$ cat src/rtl/fetch_pkg.sv
`default_nettype none
// ============================================================================
// Module   : fetch_pkg
// Brief    : Shared types and default constants for the instruction fetch
//            stage (state encoding, bus widths, reset PC, halt encoding).
//            HALT_WORD matters only when FETCH_HALT_DETECT_EN is defined.
// Revision : 1.0 - initial release
// ============================================================================
package fetch_pkg;

  // Default widths of the instruction memory interface
  localparam int DEFAULT_ADDR_W = 16;
  localparam int DEFAULT_DATA_W = 32;

  // PC value after reset
  localparam logic [15:0] DEFAULT_RESET_PC = 16'h0000;

  // Instruction encoding that stops fetching when halt detection is built in
  localparam logic [31:0] DEFAULT_HALT_WORD = 32'hFFFF_FFFF;

  // Fetch controller states
  typedef enum logic [1:0] {
    IDLE   = 2'd0,
    FETCH  = 2'd1,
    HALTED = 2'd2
  } fetch_state_e;

endpackage : fetch_pkg
`default_nettype wire

$ cat src/rtl/instruction_fetch_if.sv
`default_nettype none
// ============================================================================
// Module   : instruction_fetch_if
// Brief    : Bundle of the fetch stage's memory port, redirect input and
//            IF/ID valid/ready handshake toward decode.
//            master = fetch stage side, slave = environment side
//            (instruction memory, branch unit, decode).
// Revision : 1.0 - initial release
// ============================================================================
interface instruction_fetch_if
  import fetch_pkg::*;
#(
  parameter int ADDR_W = DEFAULT_ADDR_W,
  parameter int DATA_W = DEFAULT_DATA_W
);

  // Control
  logic              fetch_en;

  // Instruction memory read port
  logic [ADDR_W-1:0] inst_address;
  logic [DATA_W-1:0] inst_data;

  // Redirect from branch/jump resolution
  logic              redirect_valid;
  logic [ADDR_W-1:0] redirect_pc;

  // IF/ID handshake
  logic              id_ready;
  logic              if_valid;
  logic [DATA_W-1:0] if_instr;
  logic [ADDR_W-1:0] if_pc;

  // Status
  logic [31:0]       fetch_count;
  logic              halted;

  modport master (
    input  fetch_en,
    input  inst_data,
    input  redirect_valid,
    input  redirect_pc,
    input  id_ready,
    output inst_address,
    output if_valid,
    output if_instr,
    output if_pc,
    output fetch_count,
    output halted
  );

  modport slave (
    output fetch_en,
    output inst_data,
    output redirect_valid,
    output redirect_pc,
    output id_ready,
    input  inst_address,
    input  if_valid,
    input  if_instr,
    input  if_pc,
    input  fetch_count,
    input  halted
  );

endinterface : instruction_fetch_if
`default_nettype wire

$ cat src/rtl/if_id_reg.sv
`default_nettype none
// ============================================================================
// Module   : if_id_reg
// Brief    : IF/ID pipeline register with valid/ready semantics.
//            flush clears valid, load captures a new word, and a handoff
//            without a new load empties the register. Otherwise it holds.
//            Data fields are retained on flush or handoff; only valid
//            qualifies them.
// Revision : 1.0 - initial release
// ============================================================================
module if_id_reg
  import fetch_pkg::*;
#(
  parameter int ADDR_W = DEFAULT_ADDR_W,
  parameter int DATA_W = DEFAULT_DATA_W
)(
  input  logic              clk,
  input  logic              rst_n,
  input  logic              load,
  input  logic              flush,
  input  logic              ready,
  input  logic [DATA_W-1:0] d_instr,
  input  logic [ADDR_W-1:0] d_pc,
  output logic              q_valid,
  output logic [DATA_W-1:0] q_instr,
  output logic [ADDR_W-1:0] q_pc
);

  logic              r_valid;
  logic [DATA_W-1:0] r_instr;
  logic [ADDR_W-1:0] r_pc;

  // Output register: flush beats load, load beats drain, otherwise hold
  always_ff @(posedge clk or negedge rst_n) begin
    if (!rst_n) begin
      r_valid <= 1'b0;
      r_instr <= '0;
      r_pc    <= '0;
    end else if (flush) begin
      r_valid <= 1'b0;
    end else if (load) begin
      r_valid <= 1'b1;
      r_instr <= d_instr;
      r_pc    <= d_pc;
    end else if (r_valid && ready) begin
      r_valid <= 1'b0;
    end
  end

  assign q_valid = r_valid;
  assign q_instr = r_instr;
  assign q_pc    = r_pc;

endmodule : if_id_reg
`default_nettype wire

$ cat src/rtl/instruction_fetch.sv
`default_nettype none
// ============================================================================
// Module   : instruction_fetch
// Brief    : Fetch stage. Owns the PC and drives it as the word address of a
//            zero-latency instruction memory, captures the returned word in
//            the IF/ID register and hands it to decode with valid/ready.
//            Handles redirect (flush + new PC), stall and fetch enable.
//            Optional build macro: FETCH_HALT_DETECT_EN. When defined, a
//            loaded word equal to HALT_WORD parks the stage in HALTED until
//            a redirect or reset.
// Revision : 1.0 - initial release
// ============================================================================
module instruction_fetch
  import fetch_pkg::*;
#(
  parameter int                ADDR_W    = DEFAULT_ADDR_W,
  parameter int                DATA_W    = DEFAULT_DATA_W,
  parameter logic [ADDR_W-1:0] RESET_PC  = ADDR_W'(DEFAULT_RESET_PC)
`ifdef FETCH_HALT_DETECT_EN
  ,
  parameter logic [DATA_W-1:0] HALT_WORD = DATA_W'(DEFAULT_HALT_WORD)
`endif
)(
  input  logic                clk,
  input  logic                rst_n,
  instruction_fetch_if.master bus
);

  localparam logic [ADDR_W-1:0] C_PC_STEP = {{(ADDR_W-1){1'b0}}, 1'b1};

  fetch_state_e      r_state;
  logic [ADDR_W-1:0] r_pc;
  logic [31:0]       r_fetch_count;
  logic              r_halted;

  logic              w_if_valid;
  logic [DATA_W-1:0] w_if_instr;
  logic [ADDR_W-1:0] w_if_pc;
  logic              w_load;
  logic              w_handoff;
  logic              w_halt_hit;

  // A new word is captured only in FETCH, when the output slot is free or
  // draining this cycle, and never alongside a redirect (which flushes).
  assign w_load = (r_state == FETCH) && (!w_if_valid || bus.id_ready) &&
                  !bus.redirect_valid;

  // Decode takes the word; a simultaneous redirect discards it uncounted.
  assign w_handoff = w_if_valid && bus.id_ready && !bus.redirect_valid;

`ifdef FETCH_HALT_DETECT_EN
  assign w_halt_hit = w_load && (bus.inst_data == HALT_WORD);
`else
  // Without halt detection HALTED can never be entered, so halted stays 0.
  assign w_halt_hit = 1'b0;
`endif

  // Controller: state, PC, halted flag and handoff counter
  always_ff @(posedge clk or negedge rst_n) begin
    if (!rst_n) begin
      r_state       <= IDLE;
      r_pc          <= RESET_PC;
      r_halted      <= 1'b0;
      r_fetch_count <= '0;
    end else begin
      if (w_handoff) begin
        r_fetch_count <= r_fetch_count + 32'd1;
      end

      if (bus.redirect_valid) begin
        // Redirect overrides everything, including HALTED
        r_pc     <= bus.redirect_pc;
        r_halted <= 1'b0;
        r_state  <= bus.fetch_en ? FETCH : IDLE;
      end else begin
        case (r_state)
          IDLE: begin
            if (bus.fetch_en) begin
              r_state <= FETCH;
            end
          end
          FETCH: begin
            if (w_halt_hit) begin
              // The halt word itself is delivered; PC stays on it
              r_state  <= HALTED;
              r_halted <= 1'b1;
            end else begin
              if (w_load) begin
                r_pc <= r_pc + C_PC_STEP;
              end
              if (!bus.fetch_en) begin
                r_state <= IDLE;
              end
            end
          end
          HALTED: begin
            r_state <= HALTED;
          end
          default: begin
            r_state <= IDLE;
          end
        endcase
      end
    end
  end

  if_id_reg #(
    .ADDR_W (ADDR_W),
    .DATA_W (DATA_W)
  ) u_if_id_reg (
    .clk     (clk),
    .rst_n   (rst_n),
    .load    (w_load),
    .flush   (bus.redirect_valid),
    .ready   (bus.id_ready),
    .d_instr (bus.inst_data),
    .d_pc    (r_pc),
    .q_valid (w_if_valid),
    .q_instr (w_if_instr),
    .q_pc    (w_if_pc)
  );

  assign bus.inst_address = r_pc;
  assign bus.if_valid     = w_if_valid;
  assign bus.if_instr     = w_if_instr;
  assign bus.if_pc        = w_if_pc;
  assign bus.fetch_count  = r_fetch_count;
  assign bus.halted       = r_halted;

endmodule : instruction_fetch
`default_nettype wire
$ cat src/flat_wrapper.sv
// flat-port wrapper written by rule: the top's interface ports become plain ports
module instruction_fetch_flat import fetch_pkg::*;
#(
  parameter int                ADDR_W    = DEFAULT_ADDR_W,
  parameter int                DATA_W    = DEFAULT_DATA_W,
  parameter logic [ADDR_W-1:0] RESET_PC  = ADDR_W'(DEFAULT_RESET_PC)

)
  (clk, rst_n, bus_fetch_en, bus_inst_data, bus_redirect_valid, bus_redirect_pc, bus_id_ready, bus_inst_address, bus_if_valid, bus_if_instr, bus_if_pc, bus_fetch_count, bus_halted);
  instruction_fetch_if #(.ADDR_W(ADDR_W), .DATA_W(DATA_W)) bus_i ();
  input  logic clk;
  input  logic rst_n;
  input wire logic [$bits(bus_i.fetch_en)-1:0] bus_fetch_en;
  input wire logic [$bits(bus_i.inst_data)-1:0] bus_inst_data;
  input wire logic [$bits(bus_i.redirect_valid)-1:0] bus_redirect_valid;
  input wire logic [$bits(bus_i.redirect_pc)-1:0] bus_redirect_pc;
  input wire logic [$bits(bus_i.id_ready)-1:0] bus_id_ready;
  output wire logic [$bits(bus_i.inst_address)-1:0] bus_inst_address;
  output wire logic [$bits(bus_i.if_valid)-1:0] bus_if_valid;
  output wire logic [$bits(bus_i.if_instr)-1:0] bus_if_instr;
  output wire logic [$bits(bus_i.if_pc)-1:0] bus_if_pc;
  output wire logic [$bits(bus_i.fetch_count)-1:0] bus_fetch_count;
  output wire logic [$bits(bus_i.halted)-1:0] bus_halted;
  assign bus_i.fetch_en = bus_fetch_en;
  assign bus_i.inst_data = bus_inst_data;
  assign bus_i.redirect_valid = bus_redirect_valid;
  assign bus_i.redirect_pc = bus_redirect_pc;
  assign bus_i.id_ready = bus_id_ready;
  assign bus_inst_address = bus_i.inst_address;
  assign bus_if_valid = bus_i.if_valid;
  assign bus_if_instr = bus_i.if_instr;
  assign bus_if_pc = bus_i.if_pc;
  assign bus_fetch_count = bus_i.fetch_count;
  assign bus_halted = bus_i.halted;
  instruction_fetch #(.ADDR_W(ADDR_W), .DATA_W(DATA_W), .RESET_PC(RESET_PC)) u_core (.clk(clk), .rst_n(rst_n), .bus(bus_i));
endmodule
$ cat config.mk
export PLATFORM = sky130hd
export DESIGN_NAME = instruction_fetch_flat
export DESIGN_NICKNAME = d
export VERILOG_FILES = /design/src/rtl/fetch_pkg.sv /design/src/rtl/instruction_fetch_if.sv /design/src/rtl/if_id_reg.sv /design/src/rtl/instruction_fetch.sv /design/src/flat_wrapper.sv
export SDC_FILE = /design/constraint.sdc
export NUM_CORES = 1
export LEC_CHECK = 0
export CAP_MARGIN = 10
export CORE_MARGIN = 2
export CORE_UTILIZATION = 59
export CTS_BUF_LIST = sky130_fd_sc_hd__clkbuf_8
export DETAILED_ROUTE_END_ITERATION = 8
export DONT_BUFFER_PORTS = 1
export PLACE_DENSITY_LB_ADDON = 0.2
export REMOVE_ABC_BUFFERS = 1
export SYNTH_ARGS = -nofsm -noshare
export SYNTH_HDL_FRONTEND = slang
export SYNTH_SLANG_ARGS = --single-unit
$ cat constraint.sdc
create_clock -name clk -period 1.68 [get_ports clk]
set_clock_uncertainty 0.15 [all_clocks]
set_input_delay 0.42 -clock clk [delete_from_list [all_inputs] [get_ports clk]]
set_output_delay 0.42 -clock clk [all_outputs]
set_load 0.02 [all_outputs]
Word-level counts from Yosys, hierarchy flattened
Cells that the tools add are included.
Cells by class
  $add $sub $neg: 2
  $mul: 0
  div/mod/pow operators: 0
  $lt $le $gt $ge: 0
  equality and inequality tests: 4
  shift-type cells: 0
  multiplexer cells: 11
  bitwise gates (word level): 1
  reduce and logical (&&, ||, !) cells: 14
Operator list (number)
  $mux W16: 3
  $add A32 B1 Y32 const B: 1
  $add A16 B1 Y16 const B: 1
  $mux W2: 3
  $ne A3 B3 Y1 const B: 2
  $pmux W2 S3: 1
  $reduce_and A2 Y1: 3
  $logic_and A1 B1 Y1: 4
  $mux W1: 4
  $reduce_bool A2 Y1: 2
  $reduce_bool A3 Y1: 1
  $eq A2 B1 Y1 const B: 1
  $eq A2 B2 Y1 const B: 1
  $logic_not A1 Y1: 2
  $logic_not A2 Y1: 1
  $logic_or A1 B1 Y1: 1
  $not A1 Y1: 1
Word-level totals
  register bits: 99
  bits in latches: 0
  memory bits (writable): 0
  ROM bits: 0
  bits of input ports: 53
  output and inout port bits: 98
  logic and storage cells: 38
  memories kept: 0

Logic depth before layout (Yosys ltp)
Gate-level depths: netlist of the first run.
  word-level depth: 7
  mapped depth: 6
  mapped depth without buffers: 5

Hierarchy
A second synthesis of the first run with hierarchy kept.
Second synthesis, totals
  cell total of the unflattened synthesis: 358
  area total of the unflattened synthesis: 4491.8 um2
By module, submodules not included
  instruction_fetch: times used 1, cells each 252, area each 2555.0 um2, sequential area each 1251.2 um2
  if_id_reg: times used 1, cells each 106, area each 1936.9 um2, sequential area each 1226.2 um2

Worst setup path before layout of the first run
No wires, ideal clock.
  path type: reg2reg
  start: reg u_core.r_pc[0] (netlist: u_core.bus.inst_address[0])
  end: reg u_core.r_pc[14] (netlist: u_core.bus.inst_address[14])
  library setup time: 0.082 ns
  data arrival time: 1.683 ns
  data required time: 1.448 ns
  slack: -0.235 ns
  stages on the path, launching flop included: 6
  buffers on the path: 0
  period minus slack after synthesis: 1.915 ns
  path through: dfrtp_1 > ha_1 > and2_1 > nand4_4 > or4_1 > a31oi_1
Between the ends
  cells in the longest elaborated chain, start to end: 4
Ends and longest elaborated chain
  start: declaration: RTL line instruction_fetch.sv:32  | logic [ADDR_W-1:0] r_pc;
  start signal: assignment: RTL line instruction_fetch.sv:72  | r_pc <= bus.redirect_pc;
  start signal: assignment: RTL line instruction_fetch.sv:89  | r_pc <= r_pc + C_PC_STEP;
  $add A16 B1 Y16: RTL line instruction_fetch.sv:89
  $mux W16: RTL line instruction_fetch.sv:88  | if (w_load) begin
  $mux W16: RTL line instruction_fetch.sv:76  | case (r_state)
  $mux W16: RTL line instruction_fetch.sv:70  | if (bus.redirect_valid) begin
Every way passes these cells. The select of a mux whose other input is x is not followed.
A chain may end at the register's enable or synchronous reset.

Worst setup path in the final report of the first run
  start: reg u_core.r_pc[1] (netlist: u_core.bus.inst_address[1])
  end: reg u_core.r_pc[8] (netlist: u_core.bus.inst_address[8])
The elaborated chain is that of the path after synthesis.

==> results of run 1 <==
-- flip-flops by register name, indices dropped and copies added, names as in the netlist --
name                        count
u_core.u_if_id_reg.q_instr     32
u_core.bus.fetch_count         32
u_core.u_if_id_reg.q_pc        16
u_core.u_if_id_reg.q_valid      1
u_core.r_state                  2
u_core.bus.inst_address        16
-- kinds of logic (layout without fill, tap and decap cells) --
| group | Yosys count | after routing | share of synthesized area |
|---|---|---|---|
| xor gates and xnor gates | 36 | 36 | 0.0733 |
| other | 1 | 1 | 0.000872 |
| buffers and inverters | 18 | 108 | 0.0242 |
| muxes | 51 | 51 | 0.133 |
| DFF | 99 | 99 | 0.576 |
| adders and majority gates | 2 | 2 | 0.00582 |
| and+or+nand+nor | 114 | 114 | 0.154 |
| AOI/OAI and AO/OA | 23 | 23 | 0.0323 |
-- synthesized netlist by cell type (all sizes together) --
cell type,number,area (sq um)
ha,2,25.0
and2b,1,8.76
inv,3,11.3
nor4,2,18.8
o21ai,10,50.1
nor2b,2,12.5
nand4,17,136
and2,3,18.8
or4,5,37.5
xor2,8,70.1
buf,12,81.3
dfrtp,99,2480
conb,1,3.75
clkbuf,3,11.3
nor3,7,35.0
nand3,23,115
o211ai,3,22.5
a31oi,5,31.3
nand2b,2,12.5
a22oi,1,7.51
or3,4,26.3
and3,8,51.3
and4,4,35.0
mux2,50,563
a21oi,1,5.00
nor2,10,37.5
or4b,1,10.0
xnor2,28,245
mux2i,1,10.0
nand2,23,86.3
nand3b,1,11.3
o31ai,3,22.5
nand4b,1,8.76
-- how the worst max path moves through the flow --
stage	startpoint	to	slack [ns]
after global routing	u_core.u_if_id_reg.q_valid	u_core.bus.fetch_count[14]	-0.17
after floorplan	u_core.u_if_id_reg.q_valid	u_core.u_if_id_reg.q_instr[0]	-3.03
after global placement	u_core.bus.inst_address[0]	u_core.bus.inst_address[14]	-0.08
after CTS	u_core.bus.inst_address[1]	u_core.bus.inst_address[8]	-0.08
final	u_core.bus.inst_address[1]	u_core.bus.inst_address[8]	-0.11
after detailed placement	u_core.bus.inst_address[1]	u_core.bus.inst_address[14]	-0.18
-- metrics by stage --
| stage | area (sq um) | worst slack, ns | TNS (ns) | total power, uW | instances |
|---|---|---|---|---|---|
| 6_report | 5670 | -0.111 | -2.86 | 6160 | 533 |
| 3_3_place_gp | 4900 | -0.0811 | -0.0962 | 4080 | 501 |
| 2_1_floorplan | 4210 | -3.03 | -157.12 | 3730 | 329 |
| 3_5_place_dp | 4900 | -0.177 | -0.846 | 4120 | 501 |
| 5_1_grt | 5670 | -0.166 | -7.39 | 6410 | 533 |
| 4_1_cts | 5240 | -0.0771 | -0.278 | 5910 | 521 |
-- layout make-up --
| type | instances | share of cell area |
|---|---|---|
| well taps | 99 | 0.0218 |
| repair buffers | 90 | 0.144 |
| flip-flops and latches | 99 | 0.437 |
| inverters | 3 | 0.00199 |
| clock buffers | 9 | 0.0218 |
| multi-input cells | 227 | 0.353 |
| clock inverters | 6 | 0.0201 |
-- power groups by stage --
stage / Combinational [uW] / Clock (uW) / Sequential (uW)
2_1_floorplan: 397 / 0 / 3330
3_3_place_gp: 857 / 0 / 3220
3_5_place_dp: 886 / 0 / 3240
4_1_cts: 905 / 1810 / 3200
5_1_grt: 1220 / 1920 / 3270
6_report: 1150 / 1790 / 3220
-- metal layers --
layer,vias up,wire length [microns]
met3,19,963
met2,138,5360
li1,1403,-
met5,-,0
met1,1576,4310
met4,0,192
-- repair_timing --
item | CTS | global route
pin swaps | 8 | 8
setup endpoints to repair | 54 | 83
cloned | 0 | 7
endpoints found under the hold margin | 100 | 99
gates resized for setup | 14 | 68
buffers inserted | 4 | 5
==> impl_metrics.ini, run 1 <==
[clocking]
cts_tree = yes
clk_pin_slew_ns = 0.10
cts_root_buffer = clkbuf_8
clockBufferDepth = 2
clock-sinks = 99
hold_buffers = 1
worstSkewPairLatency_ns = 0.35
numCtsBuffers = 9
cts.htree.levels = 3

[global_routing]
grt_usage = 0.227
grtUsageMet3 = 0.0665
antenna_found_initial = 0
grt_pass1_wl_microns = 13800
grt_max_degree = 100
grt_pass1_vias = 2885
use_met1 = 0.285
grt-busiest-layer = met2
grt_use_met2 = 0.372
overflow = 0

[timing]
fin_crit_sh = 1.07
hold_violations = 99
drv_slew = 0
setup_violations = 52
setup_ws_ns = -0.111
max_freq_mhz = 558
whs_ns = -0.399
period_needed_ns = 1.79
rsz0062_at_grt = yes

[synth]
yosysSeqAreaShare = 0.576
ys_ff_latch = 99
syn_inst = 344
syn_area_per_cell_sq_um = 12.5
yosys_warnings = 0
yosysUniqueCellTypes = 39
syn_area_sq_mm = 0.00430

[worst_setup_path]
r2r_setup_slack_ns = -0.11
reg2reg_to = u_core.bus.inst_address[8]
critical_path_buf_inv_count = 1
path_delay_family = simple AND/OR/NAND/NOR gates
end_kind = flop
max_stage_delay_ns = 0.47
critPathMaxFanout = 4
r2r-start = u_core.bus.inst_address[1]
cp.arrival_ns = 1.93
path_depth = 6
r2r_cells = 6
crit_chain = ha_2 -> and2_4 -> nand4_4 -> buf_6 -> or4_4 -> nand3_2
criticalPathCategory = flop to flop
cp_slowest_cell = or4_4
start_kind = flop
required_ns = 1.82

[final_layout]
regArea_sq_mm = 0.00248
layout_common_cells = dfrtp_1, buf_4, mux2_4
antennaDiodeCount = 0
final_common_cell = dfrtp_1
drive_gt1_frac = 0.403
nFillCells = 438
nNetsFinal = 485
syn_to_final_growth_pct = 31.9
multiInputGateArea_sq_mm = 0.00200
utilization = 0.795

[floorplanning]
die_w_microns = 89.4
initial_core_util = 0.602
core_sq_mm = 0.00714
pin_count = 151
dieHeight_microns = 89.4
std_cell_rows = 31
die_area_sq_mm = 0.00799

[power_and_ir_drop]
leakagePower_uw = 0.00263
powerDensity_mw_per_mm2 = 1090
p_switching_uw = 1830
vdd_drop_max_mv = 0.868
switching_share = 0.297
power_frac_clock = 0.291
pwr-share-seq = 0.523
comb_power_share = 0.186
p_int_uw = 4330

[min_path]
hold_class = input pin to async pin

[routing]
drtIter0Drc = 148
detail-route-antenna-nets = 0
wl_per_cell_microns = 20.3
avgViaCountPerCell = 5.88
first_pass_iters = 4
drcViolationCount = 0
wirelength_microns = 10800
vias = 3136

[placement]
post-dp-hpwl_microns = 6610
portBuffers = 0
gp_congestion = 0.800

[flow_run]
cap_violations = 0

[status]
violations = negative hold slack, negative setup slack
status = finished, violations left
Note: power is estimated with default switching activity, not from simulation.
==> run 2: changes to the inputs <==
CELL_PAD_IN_SITES_DETAIL_PLACEMENT = 2   (was not set)
CELL_PAD_IN_SITES_GLOBAL_PLACEMENT = 2   (was not set)
CORE_UTILIZATION = 37   (was 59)
TNS_END_PERCENT = 100   (was not set)
==> impl_metrics.ini, run 2 (synthesis results as in run 1) <==
[placement]
gp_congestion = 0.725
portBuffers = 0
dp.cells = 546
post-dp-hpwl_microns = 8460

[floorplanning]
dieHeight_microns = 112
die_area_sq_mm = 0.0125
pin_count = 151
core_sq_mm = 0.0114
initial_core_util = 0.378
std_cell_rows = 39
die_w_microns = 112

[timing]
rsz0062_at_grt = yes
period_needed_ns = 1.93
hold_violations = 99
setup_violations = 63
whs_ns = -0.428
setup_ws_ns = -0.254
max_freq_mhz = 517
drv_slew = 0
fin_crit_sh = 1.15

[status]
status = finished, violations left
violations = negative hold slack, negative setup slack

[min_path]
hold_class = input pin to async pin

[global_routing]
grt_pass1_wl_microns = 20100
grt_max_degree = 100
grt_usage = 0.206
antenna_found_initial = 0
grt_pass1_vias = 3629
overflow = 0

[final_layout]
drive_gt1_frac = 0.451
nNetsFinal = 503
stdcell_count = 595
layout_common_cells = dfrtp_1, buf_4, mux2_4
syn_to_final_growth_pct = 39.6
final_common_cell = dfrtp_1
utilization = 0.528
antennaDiodeCount = 0

[routing]
vias = 3240
wl_per_cell_microns = 25.1
first_pass_iters = 4
wirelength_microns = 14900
drtIter0Drc = 153
avgViaCountPerCell = 5.45
detail-route-antenna-nets = 0
drcViolationCount = 0

[clocking]
clk_pin_slew_ns = 0.09
cts_tree = yes
clock-sinks = 99
hold_buffers = 4
numCtsBuffers = 9
worstSkewPairLatency_ns = 0.38
cts.htree.levels = 3
clockBufferDepth = 2
cts_root_buffer = clkbuf_8

[flow_run]
cap_violations = 0

[worst_setup_path]
required_ns = 1.82
criticalPathCategory = flop to flop
cp_slowest_cell = dfrtp_1
critPathMaxFanout = 6
max_stage_delay_ns = 0.39
crit_top_cell = buf_4
start_kind = flop
end_kind = flop
crit_chain = ha_2 -> nand4b_1 -> buf_4 -> nor4_4 -> buf_4 -> nand4_1 -> xnor2_1
cp.arrival_ns = 2.08

[power_and_ir_drop]
leakagePower_uw = 0.00278
p_total_uw = 6130
powerDensity_mw_per_mm2 = 1020
vdd_drop_max_mv = 0.678
-- run 2: changes by cell type in the layout (fill, tap and decap cells not counted), sizes merged --
cell	previous run	this run
buf	85	100
clkbuf	13	14
clkinvlp	1	0
bufinv	3	2
dlygate4sd3	1	4
inv	4	6
clkinv	1	0
-- run 2: critical path, delay by kind of cell, from the launching register on --
family                     cells  cell delay, ns
and+or+nand+nor                3            0.47
buffers and inverters          2            0.39
adders and majority gates      1            0.20
DFF                            1            0.39
xor gates and xnor gates       1            0.25
-- run 2: worst paths after layout --
kind / end / slack (ns) / start / cells after the start
max: u_core.bus.fetch_count[14] / -0.25 / u_core.bus.fetch_count[0] / 7
min: u_core.bus.inst_address[14] / -0.43 / rst_n / 0
max reg2reg: u_core.bus.fetch_count[14] / -0.25 / u_core.bus.fetch_count[0] / 7
min reg2reg: u_core.bus.fetch_count[11] / 0.39 / u_core.bus.fetch_count[11] / 1
max in group asynchronous: u_core.u_if_id_reg.q_instr[23] / 1.61 / rst_n / 0
min in group clk: u_core.bus.inst_address[0] / 0.01 / bus_redirect_pc[0] / 2
-- run 2: area by class of cell --
class,count,area (sq um)
clock inverter,5,71.3
multi-input combinational,227,2080
timing repair buffer,108,1040
inverter,3,11.3
clock buffer,10,138
tap,143,179
sequential,99,2480
fill,1077,5370
-- run 2: stage by stage --
stage | area (sq um) | hold slack, ns | setup TNS (ns) | setup slack [ns]
after floorplan | 4210 | -0.0256 | -157.12 | -3.03
after global placement | 4960 | -0.0235 | -1.32 | -0.0705
after detailed placement | 4960 | -0.0226 | -3.12 | -0.147
after CTS | 5400 | -0.445 | -3.16 | -0.113
after global routing | 6000 | -0.452 | -11.22 | -0.397
final | 6000 | -0.428 | -5.40 | -0.254
-- run 2: where the power goes --
group          internal (uW)  switching [uW]  total [uW]  leakage [uW]
logic                    646             542        1190       0.00143
registers               2690             550        3240       0.00123
clock network            857             848        1710      0.000116
total                   4190            1940        6130       0.00278
-- run 2: what timing repair did --
item                                    in CTS  in global routing
cloned                                       2                  6
pin swaps                                    6                 21
resized for setup                           20                 94
endpoints found under the setup margin      69                 86
buffers inserted                             9                 13
endpoints found under the hold margin      108                 99
-- run 2: metal layers --
metal  GRT usage  share of wire  vias to the layer above
met5           0              0                        -
met4      0.0774          0.018                        0
met3      0.0539          0.062                       18
met2       0.358           0.53                      121
met1       0.245           0.39                     1672
li1            -              -                     1429
